File: src/rtl/pipe_stage_reg_pkg.sv
// Shared definitions for the pipeline stage register: occupancy states and flush encodings.
package pipe_stage_reg_pkg;

  typedef enum logic [1:0] {
    PIPE_ST_EMPTY = 2'd0,
    PIPE_ST_ONE   = 2'd1,
    PIPE_ST_TWO   = 2'd2
  } pipe_st_e;

  localparam logic FLUSH_ON  = 1'b1;
  localparam logic FLUSH_OFF = 1'b0;

endpackage

File: src/rtl/pipe_stage_reg_skid_buf.sv
// Second-entry skid register for pipe_stage_reg; used only when PIPE_STAGE_SKID_EN is defined.
module pipe_stage_reg_skid_buf #(
  parameter int DATA_W = 32,
  parameter int CTRL_W = 16
) (
  input  logic              clk,
  input  logic              reset,
  input  logic              clear,
  input  logic              load,
  input  logic              unload,
  input  logic [CTRL_W-1:0] in_ctrl,
  input  logic [DATA_W-1:0] in_data,
  output logic              valid,
  output logic [CTRL_W-1:0] ctrl,
  output logic [DATA_W-1:0] data
);

  always_ff @(posedge clk) begin
    if (reset || clear) begin
      valid <= 1'b0;
    end else if (load) begin
      valid <= 1'b1;
    end else if (unload) begin
      valid <= 1'b0;
    end
  end

  // Payload only needs to be correct while valid is set.
  always_ff @(posedge clk) begin
    if (load) begin
      ctrl <= in_ctrl;
      data <= in_data;
    end
  end

endmodule

File: src/rtl/pipe_stage_reg.sv
// Inter-stage pipeline register with valid/ready flow control and saturating stall counter.
// Define PIPE_STAGE_SKID_EN to add a 2-entry skid buffer so in_ready no longer depends on out_ready.
module pipe_stage_reg
  import pipe_stage_reg_pkg::*;
#(
  parameter int                 DATA_W   = 32,
  parameter int                 CTRL_W   = 16,
  parameter logic [CTRL_W-1:0]  CTRL_NOP = '0,
  parameter int                 CNT_W    = 16
) (
  input  logic              clk,
  input  logic              reset,
  input  logic              flush,
  input  logic              in_valid,
  output logic              in_ready,
  input  logic [CTRL_W-1:0] in_ctrl,
  input  logic [DATA_W-1:0] in_data,
  output logic              out_valid,
  input  logic              out_ready,
  output logic [CTRL_W-1:0] out_ctrl,
  output logic [DATA_W-1:0] out_data,
  output logic [CNT_W-1:0]  stall_cnt
);

  localparam logic [CNT_W-1:0] CNT_MAX = '1;

  function automatic logic [CNT_W-1:0] sat_inc(input logic [CNT_W-1:0] v);
    return (v == CNT_MAX) ? v : v + 1'b1;
  endfunction

  logic flush_act;
  logic accept;
  logic load_in;
  logic load_skid;
  logic drop;

  assign flush_act = (flush == FLUSH_ON);
  assign accept    = in_valid && in_ready;

`ifdef PIPE_STAGE_SKID_EN
  logic              skid_valid;
  logic [CTRL_W-1:0] skid_ctrl;
  logic [DATA_W-1:0] skid_data;
  pipe_st_e          st;

  // Occupancy is fully described by the two valid flops.
  always_comb begin
    st = PIPE_ST_EMPTY;
    if (skid_valid)     st = PIPE_ST_TWO;
    else if (out_valid) st = PIPE_ST_ONE;
  end

  assign in_ready = !flush_act && !skid_valid;

  always_comb begin
    load_in   = 1'b0;
    load_skid = 1'b0;
    drop      = 1'b0;
    case (st)
      PIPE_ST_EMPTY: load_in = accept;
      PIPE_ST_ONE: begin
        load_in = accept && out_ready;
        drop    = !accept && out_ready;
      end
      PIPE_ST_TWO:   load_skid = out_ready;
      default: ;
    endcase
  end

  pipe_stage_reg_skid_buf #(
    .DATA_W (DATA_W),
    .CTRL_W (CTRL_W)
  ) u_skid (
    .clk     (clk),
    .reset   (reset),
    .clear   (flush_act),
    .load    (accept && (st == PIPE_ST_ONE) && !out_ready),
    .unload  (load_skid && !flush_act),
    .in_ctrl (in_ctrl),
    .in_data (in_data),
    .valid   (skid_valid),
    .ctrl    (skid_ctrl),
    .data    (skid_data)
  );
`else
  assign in_ready = !flush_act && (!out_valid || out_ready);

  always_comb begin
    load_in   = accept;
    load_skid = 1'b0;
    drop      = out_valid && out_ready && !accept;
  end
`endif

  // Output register stage
  always_ff @(posedge clk) begin
    if (reset) begin
      out_valid <= 1'b0;
      out_ctrl  <= CTRL_NOP;
      out_data  <= '0;
    end else if (flush_act) begin
      out_valid <= 1'b0;
      out_ctrl  <= CTRL_NOP;
    end else if (load_in) begin
      out_valid <= 1'b1;
      out_ctrl  <= in_ctrl;
      out_data  <= in_data;
    end else if (load_skid) begin
`ifdef PIPE_STAGE_SKID_EN
      out_valid <= 1'b1;
      out_ctrl  <= skid_ctrl;
      out_data  <= skid_data;
`endif
    end else if (drop) begin
      out_valid <= 1'b0;
      out_ctrl  <= CTRL_NOP;
    end
  end

  always_ff @(posedge clk) begin
    if (reset) begin
      stall_cnt <= '0;
    end else if (out_valid && !out_ready) begin
      stall_cnt <= sat_inc(stall_cnt);
    end
  end

endmodule
File: config.mk
export PLATFORM = sky130hd
export DESIGN_NAME = pipe_stage_reg
export DESIGN_NICKNAME = d
export VERILOG_FILES = /design/src/rtl/pipe_stage_reg_pkg.sv /design/src/rtl/pipe_stage_reg_skid_buf.sv /design/src/rtl/pipe_stage_reg.sv
export SDC_FILE = /design/constraint.sdc
export NUM_CORES = 1
export LEC_CHECK = 0
export ABC_CLOCK_PERIOD_IN_PS = 2100
export BUFFER_PORTS_ARGS = -buffer_cell sky130_fd_sc_hd__buf_2
export CAP_MARGIN = 20
export CORE_ASPECT_RATIO = 1.1
export CORE_UTILIZATION = 46
export DETAILED_ROUTE_END_ITERATION = 8
export PLACE_DENSITY_LB_ADDON = 0.05
export SYNTH_ARGS = -nofsm -noshare
export SYNTH_HDL_FRONTEND = slang
export SYNTH_HIERARCHICAL = 1
export SYNTH_SLANG_ARGS = --single-unit
File: constraint.sdc
create_clock -name clk -period 2.1 [get_ports clk]
set_clock_uncertainty 0.05 [all_clocks]
set_input_delay 0.42 -clock clk [delete_from_list [all_inputs] [get_ports clk]]
set_output_delay 0.42 -clock clk [all_outputs]
set_load 0.02 [all_outputs]
==> Word level (Yosys, flattened, before mapping) <==
Index checks and enable logic that the tools add are counted.
{ "totals": {"rom_bits": 0, "latch_bits": 0, "reg_bits": 65, "out_inout_bits": 66, "memories": 0, "mem_bits_rw": 0} }
{ "op_classes": {"mul": 0, "mux": 4, "eq_ne": 1, "n_shift": 0, "n_addsub": 1, "n_bitwise": 2, "n_div": 0, "reduce_logical": 14, "order_cmp": 0} }
{ "ops": {"columns": ["op", "count"], "rows": [
  ["$mux 16", 2],
  ["$add 16x1->16 const B", 1],
  ["$eq 16x16->1 const B", 1],
  ["$logic_and 1x1->1", 5],
  ["$logic_not 1->1", 4],
  ["$reduce_and 2->1", 2],
  ["$mux 1", 2],
  ["$not 1->1", 2],
  ["$reduce_bool 2->1", 1],
  ["$reduce_or 2->1", 1],
  ["$logic_or 1x1->1", 1]
]} }

==> Depth between registers and ports, before layout <==
Gate-level depths: netlist (run 1).
{ "logic_depth": {"ltp_word": 8, "mapped_depth": 7, "ltp_nobuf": 6} }

==> Least setup slack after synthesis (run 1) <==
OpenSTA, ideal clock, no wires.
{ "synth_path": {"path_type": "register to register", "startpoint": "reg stall_cnt[0]", "endpoint": "reg stall_cnt[14]", "slack_ns": 0.149, "path_stages_with_launch": 7, "n_path_buf": 0, "arrival_time_ns": 1.774, "t_required_ns": 1.922, "period_less_slack_ns": 1.951, "cell_sequence": "dfxtp_1 > ha_1 > nand2_2 > or4_1 > a211oi_1 > xnor2_1 > nor2_1"} }
{ "synth_between": {"elab_chain_len": 3, "word_cells_on_any_way": 4} }
{ "synth_lines": {"columns": ["element", "line", "text"], "rows": [
  ["from (decl)", "pipe_stage_reg.sv:22", "output logic [CNT_W-1:0] stall_cnt"],
  ["from (signal assigned)", "pipe_stage_reg.sv:124", "stall_cnt <= sat_inc(stall_cnt);"],
  ["branches (longest 3 deep; another with $add 16x1->16)", null, null]
]} }
Several ways; the timed one is not identified.
A chain may end at the register's enable or synchronous reset.

==> Worst setup path after layout (run 1) <==
Same ends and word-level chain as after synthesis.

==> results.cfg, run 1 <==
[synth]
avgSynthCellArea_um2 = 8.341
synthDistinctLibCells = 32
synth_seq_cells = 65
synth_fp_nets = 351
syn_inst = 297
syn_area_um2 = 2477
yosysTopAreaCell = dfxtp_1
yosys_warnings = 6
ys_seq_area_frac = 0.5253
yosys-top-cells-area = dfxtp_1 53%, nand2_1 11%, a21oi_1 7.9%
synth.top_cell.area_share = 0.5253

[grt]
grt_pass1_vias = 2210
grt_pass1_wl_um = 9528
grt_max_degree = 49
grt_remaining_overflow = 0
grt_use_total = 0.2132
antenna_found_initial = 0

[critical_path]
r2r_cells = 6
cpLargestDelayFamily = simple AND/OR/NAND/NOR gates
max_stage_delay_ns = 0.51
cpMaxStageDelayCell = or4_1
startpoint_type = register
end_kind = register
crit_type = reg2reg
cp_data_required_time_ns = 2.25
rrSetupSlack_ns = 0.21
r2r_end = stall_cnt[14]$_SDFFE_PP0P_
cp_num_buf_inv = 0
r2r_start = stall_cnt[0]$_SDFFE_PP0P_
crit_path_cell_trace = ha_1 > nand2_2 > or4_1 > a211oi_1 > xnor2_1 > nor2_1
worstPathMaxFanout = 5
arrival_ns = 2.04

[layout]
antennaDiodeCount = 0
finalNonFillerCells = 491
syn2layout_area_growth_pct = 33.89
fin_util = 0.6502
drive_gt1_frac = 0.3484
fin_area_um2 = 3317
layout_common_cells = 118 x buf_2, 70 x nand2_1, 65 x dfxtp_1
layout_commonest_cell = buf_2
nNetsFinal = 469

[min_path]
min_to = out_data[23]$_SDFFE_PP0P_
whs_path_depth = 3
hp-class = in2reg
hold_start = in_data[23]

[place]
io_buffers = 118
place_inst = 476
hpwl_um = 4101
place.gp.congestion = 0.9348
place_area_um2 = 3156

[die]
core_um2 = 5101
die_h_um = 78.97
io_pins = 119
die_w_um = 71.97
rows = 27
start_util = 0.4857
die_area_um2 = 5683

[sta]
rsz0062_at_grt = false
worstMarginPinSlew_ns = 0.4830
max_slew_margin = 0.6780
setup_violations = 0
clock.fmax_mhz = 529.2
finalHoldViolations = 0
period_share = 0.8998
slew_viol_final = 0
period_minus_slack_ns = 1.890
setup-tns-final_ns = 0

[clock_network]
clockBufferDepth = 2
cts-root-buf = clkbuf_8
postCtsResizedCells = 0
post_cts_buffers = 0
tritoncts = yes
clock_sinks = 65
clkSlewWorstSetupHoldPaths_ns = 0.07
clock_latency_ns = 0.32
cts_made_buffers = 9
ctsHoldBuffers = 0
htree_levels = 3

[drt]
post_drt_wl_per_cell_um = 12.07
initialDrtViolationCount = 108
first_pass_iters = 4
num_vias = 2442
viasPerCell = 4.974
ant_nets = 0
drc_errors = 0
routed_wirelength_um = 5926

[power_and_ir_drop]
powerDensity_nw_per_um2 = 730.1
power.leakage_uw = 0.001503
ir_drop_mv = 0.4207

[job]
cap_violations = 0

[run_status]
outcome = complete, no violations
-- cell type report --
class | count | area (um^2)
tap | 72 | 90.09
clock inverter | 4 | 20.02
timing repair buffer | 125 | 655.6
sequential | 65 | 1301
inverter | 3 | 11.26
fill | 477 | 1784
multi-input combinational | 211 | 1097
clock buffer | 11 | 141.4
-- flip-flops by register name, indices dropped and copies added (netlist names) --
signal,count
out_ctrl,16
stall_cnt,16
out_data,32
out_valid,1
-- routing by layer --
layer / vias up / GRT usage / part of all wire / wire (um)
met5: - / 0 / 0 / 0
met4: 0 / 0.08235 / 0.0091 / 54
met3: 6 / 0.06345 / 0.058 / 346
met2: 89 / 0.3604 / 0.47 / 2792
met1: 1102 / 0.2532 / 0.46 / 2732
li1: 1245 / - / - / -
-- Yosys cell counts --
master and number:
nor4_4 1, buf_2 4, nand2_2 1, a311oi_1 1, or2_2 2, ha_1 1
clkbuf_1 14, nor2b_1 2, a41o_1 1, a31oi_1 1, nand2_1 70, mux2i_1 1
a211oi_1 3, nand4_1 7, nor3_1 3, xnor2_1 9, nor2_2 1, inv_1 3
nor3b_1 1, a21oi_1 39, xor2_1 1, and2_1 1, or4_1 2, and4_1 2
a22oi_1 16, nor2_1 36, nor4_1 1, nand3_1 5, mux2_2 1, o41ai_1 1
dfxtp_1 65, nand2b_1 1
-- per-stage QoR --
stage / power (uW) / setup slack [ns] / hold slack (ns)
detailed placement: 1573 / 0.2051 / 0.3930
global route: 2540 / 0.07558 / 0.2682
global placement: 1570 / 0.2590 / 0.3881
floorplan: 1458 / 0.1486 / 0.4842
finish: 2422 / 0.2105 / 0.2850
CTS: 2461 / 0.2002 / 0.2654
-- cell families after synthesis --
kind of cell / synth area share
xor gates and xnor gates: 0.03536
muxes: 0.008586
DFF: 0.5253
adders and majority gates: 0.005050
AOI/OAI and AO/OA: 0.1500
and+or+nand+nor: 0.2419
buffers and inverters: 0.03384
-- how the worst max path moves through the flow --
stage	startpoint	slack, ns	to	cells past startpoint
global placement	stall_cnt[0]$_SDFFE_PP0P_	0.26	stall_cnt[14]$_SDFFE_PP0P_	6
finish	stall_cnt[0]$_SDFFE_PP0P_	0.21	stall_cnt[14]$_SDFFE_PP0P_	6
global route	stall_cnt[0]$_SDFFE_PP0P_	0.08	stall_cnt[14]$_SDFFE_PP0P_	6
CTS	stall_cnt[0]$_SDFFE_PP0P_	0.20	stall_cnt[14]$_SDFFE_PP0P_	6
floorplan	stall_cnt[0]$_SDFFE_PP0P_	0.15	stall_cnt[14]$_SDFFE_PP0P_	6
detailed placement	stall_cnt[0]$_SDFFE_PP0P_	0.21	stall_cnt[14]$_SDFFE_PP0P_	6
-- power by group --
group | switching, uW | total (uW) | internal [uW]
combinational | 155 | 257 | 102
clock | 433 | 879 | 446
sequential | 16.5 | 1290 | 1270
-- worst min-delay path: stages --
cell,delay (ns)
buf_2,0.09
nand2_1,0.04
a21oi_1,0.05
No activity file was read; power rests on OpenSTA's default activity.
==> inputs of run 2 (changes only) <==
--- a/config.mk
+++ b/config.mk
@@ -8,8 +8,10 @@
 export ABC_CLOCK_PERIOD_IN_PS = 2100
 export BUFFER_PORTS_ARGS = -buffer_cell sky130_fd_sc_hd__buf_2
 export CAP_MARGIN = 20
+export CELL_PAD_IN_SITES_DETAIL_PLACEMENT = 2
+export CELL_PAD_IN_SITES_GLOBAL_PLACEMENT = 2
 export CORE_ASPECT_RATIO = 1.1
-export CORE_UTILIZATION = 46
+export CORE_UTILIZATION = 25
 export DETAILED_ROUTE_END_ITERATION = 8
 export PLACE_DENSITY_LB_ADDON = 0.05
 export SYNTH_ARGS = -nofsm -noshare
==> results.cfg, run 2 (synthesized netlist as in run 1, its figures left out) <==
[clock_network]
htree_levels = 3
clock_latency_ns = 0.34
post_cts_buffers = 0
ctsHoldBuffers = 0
clkSlewWorstSetupHoldPaths_ns = 0.08
cts-root-buf = clkbuf_8
clockBufferDepth = 2
clock_sinks = 65
cts_made_buffers = 9
tritoncts = yes
postCtsResizedCells = 0

[power_and_ir_drop]
p_seq_frac = 0.488
swShare = 0.2499
power_uw = 2636
combPwrFrac = 0.102
power.leakage_uw = 0.001526
p_sw_uw = 658.8
p_int_uw = 1977
ir_drop_mv = 0.2491
power_frac_clock = 0.410
powerDensity_nw_per_um2 = 769.2

[sta]
setup_violations = 0
worstMarginPinSlew_ns = 0.3593
clock.fmax_mhz = 501.0
finalHoldViolations = 0
slew_viol_final = 0
rsz0062_at_grt = false
period_share = 0.9506
period_minus_slack_ns = 1.996
fin_ws_ns = 0.1038
setup-tns-final_ns = 0
max_slew_margin = 0.7605

[die]
io_pins = 119
die_w_um = 96.92
rows = 37
die_h_um = 106.4
start_util = 0.2610
core_um2 = 9490
die_area_um2 = 10310

[place]
hpwl_um = 5726
place.gp.congestion = 0.7556
dpl_worst_slack_ns = 0.1238
place_inst = 522
io_buffers = 118

[grt]
grt_use_total = 0.1586
grt_pass1_wl_um = 12880
antenna_found_initial = 0
grt_remaining_overflow = 0
grt_max_degree = 41
grt_pass1_vias = 2600

[drt]
ant_nets = 0
first_pass_iters = 4
initialDrtViolationCount = 53
viasPerCell = 4.646
drc_errors = 0
routed_wirelength_um = 7948
num_vias = 2495
post_drt_wl_per_cell_um = 14.80

[layout]
nNetsFinal = 470
layout_commonest_cell = buf_2
fin_util = 0.3611
layout_common_cells = 118 x buf_2, 70 x nand2_1, 65 x dfxtp_1
largest_reg_flops = 32
syn2layout_area_growth_pct = 38.33
largestRegisters = out_data: 32 flops, out_ctrl: 16 flops, stall_cnt: 16 flops
finalNonFillerCells = 537
antennaDiodeCount = 0
regMostFlops = out_data
drive_gt1_frac = 0.3500

[critical_path]
cp_data_required_time_ns = 2.29
crit_type = reg2reg
arrival_ns = 2.18
worstPathMaxFanout = 5
startpoint_type = register
end_kind = register

[min_path]
hp-class = in2reg

[job]
cap_violations = 0

[run_status]
outcome = complete, no violations
run 2: cell types whose count changed in the layout (fill, tap and decap cells not counted):
cell	before	now
clkinv_2	4	2
bufinv_16	0	1
buf_12	1	2
clkbuf_8	10	11
run 2: routing by layer:
layer / GRT usage / wire length (um) / up-vias
met5: 0 / 0 / -
met4: 0.06077 / 114 / 0
met3: 0.03879 / 329 / 11
met2: 0.2726 / 3897 / 65
met1: 0.1904 / 3606 / 1177
li1: - / - / 1242
run 2: worst paths after layout:
path	slack (ns)	depth (start not counted)	from	endpoint
hold reg to reg	0.41	2	out_data[17]$_SDFFE_PP0P_	out_data[17]$_SDFFE_PP0P_
hold / removal	0.27	3	in_data[21]	out_data[21]$_SDFFE_PP0P_
setup / recovery	0.10	6	stall_cnt[0]$_SDFFE_PP0P_	stall_cnt[14]$_SDFFE_PP0P_
setup reg to reg	0.10	6	stall_cnt[0]$_SDFFE_PP0P_	stall_cnt[14]$_SDFFE_PP0P_
run 2: area by class of cell:
| class | instances | area [um^2] |
|---|---|---|
| multi-input combinational | 211 | 1097 |
| tap | 117 | 146.4 |
| sequential | 65 | 1301 |
| inverter | 3 | 11.26 |
| clock inverter | 3 | 40.04 |
| clock buffer | 12 | 155.1 |
| fill | 1143 | 6063 |
| timing repair buffer | 126 | 675.6 |
run 2: per-stage QoR:
| step | cell area, um^2 | hold WS, ns |
|---|---|---|
| 6_report | 3427 | 0.2655 |
| 2_1_floorplan | 2477 | 0.4842 |
| 4_1_cts | 3427 | 0.2468 |
| 3_5_place_dp | 3232 | 0.4015 |
| 3_3_place_gp | 3232 | 0.3884 |
| 5_1_grt | 3427 | 0.2577 |
run 2: power groups by stage:
stage | registers (uW) | logic (uW) | clock network, uW
floorplan | 1360 | 98.1 | 0
global placement | 1310 | 270 | 0
detailed placement | 1320 | 275 | 0
CTS | 1290 | 276 | 1140
global route | 1290 | 296 | 1190
finish | 1290 | 268 | 1080
run 2: critical path: stages (launching register included):
cell and delay [ns]:
dfxtp_1 0.39, ha_1 0.27, nand2_2 0.12, or4_1 0.52, a211oi_1 0.30, xnor2_1 0.17
nor2_1 0.06
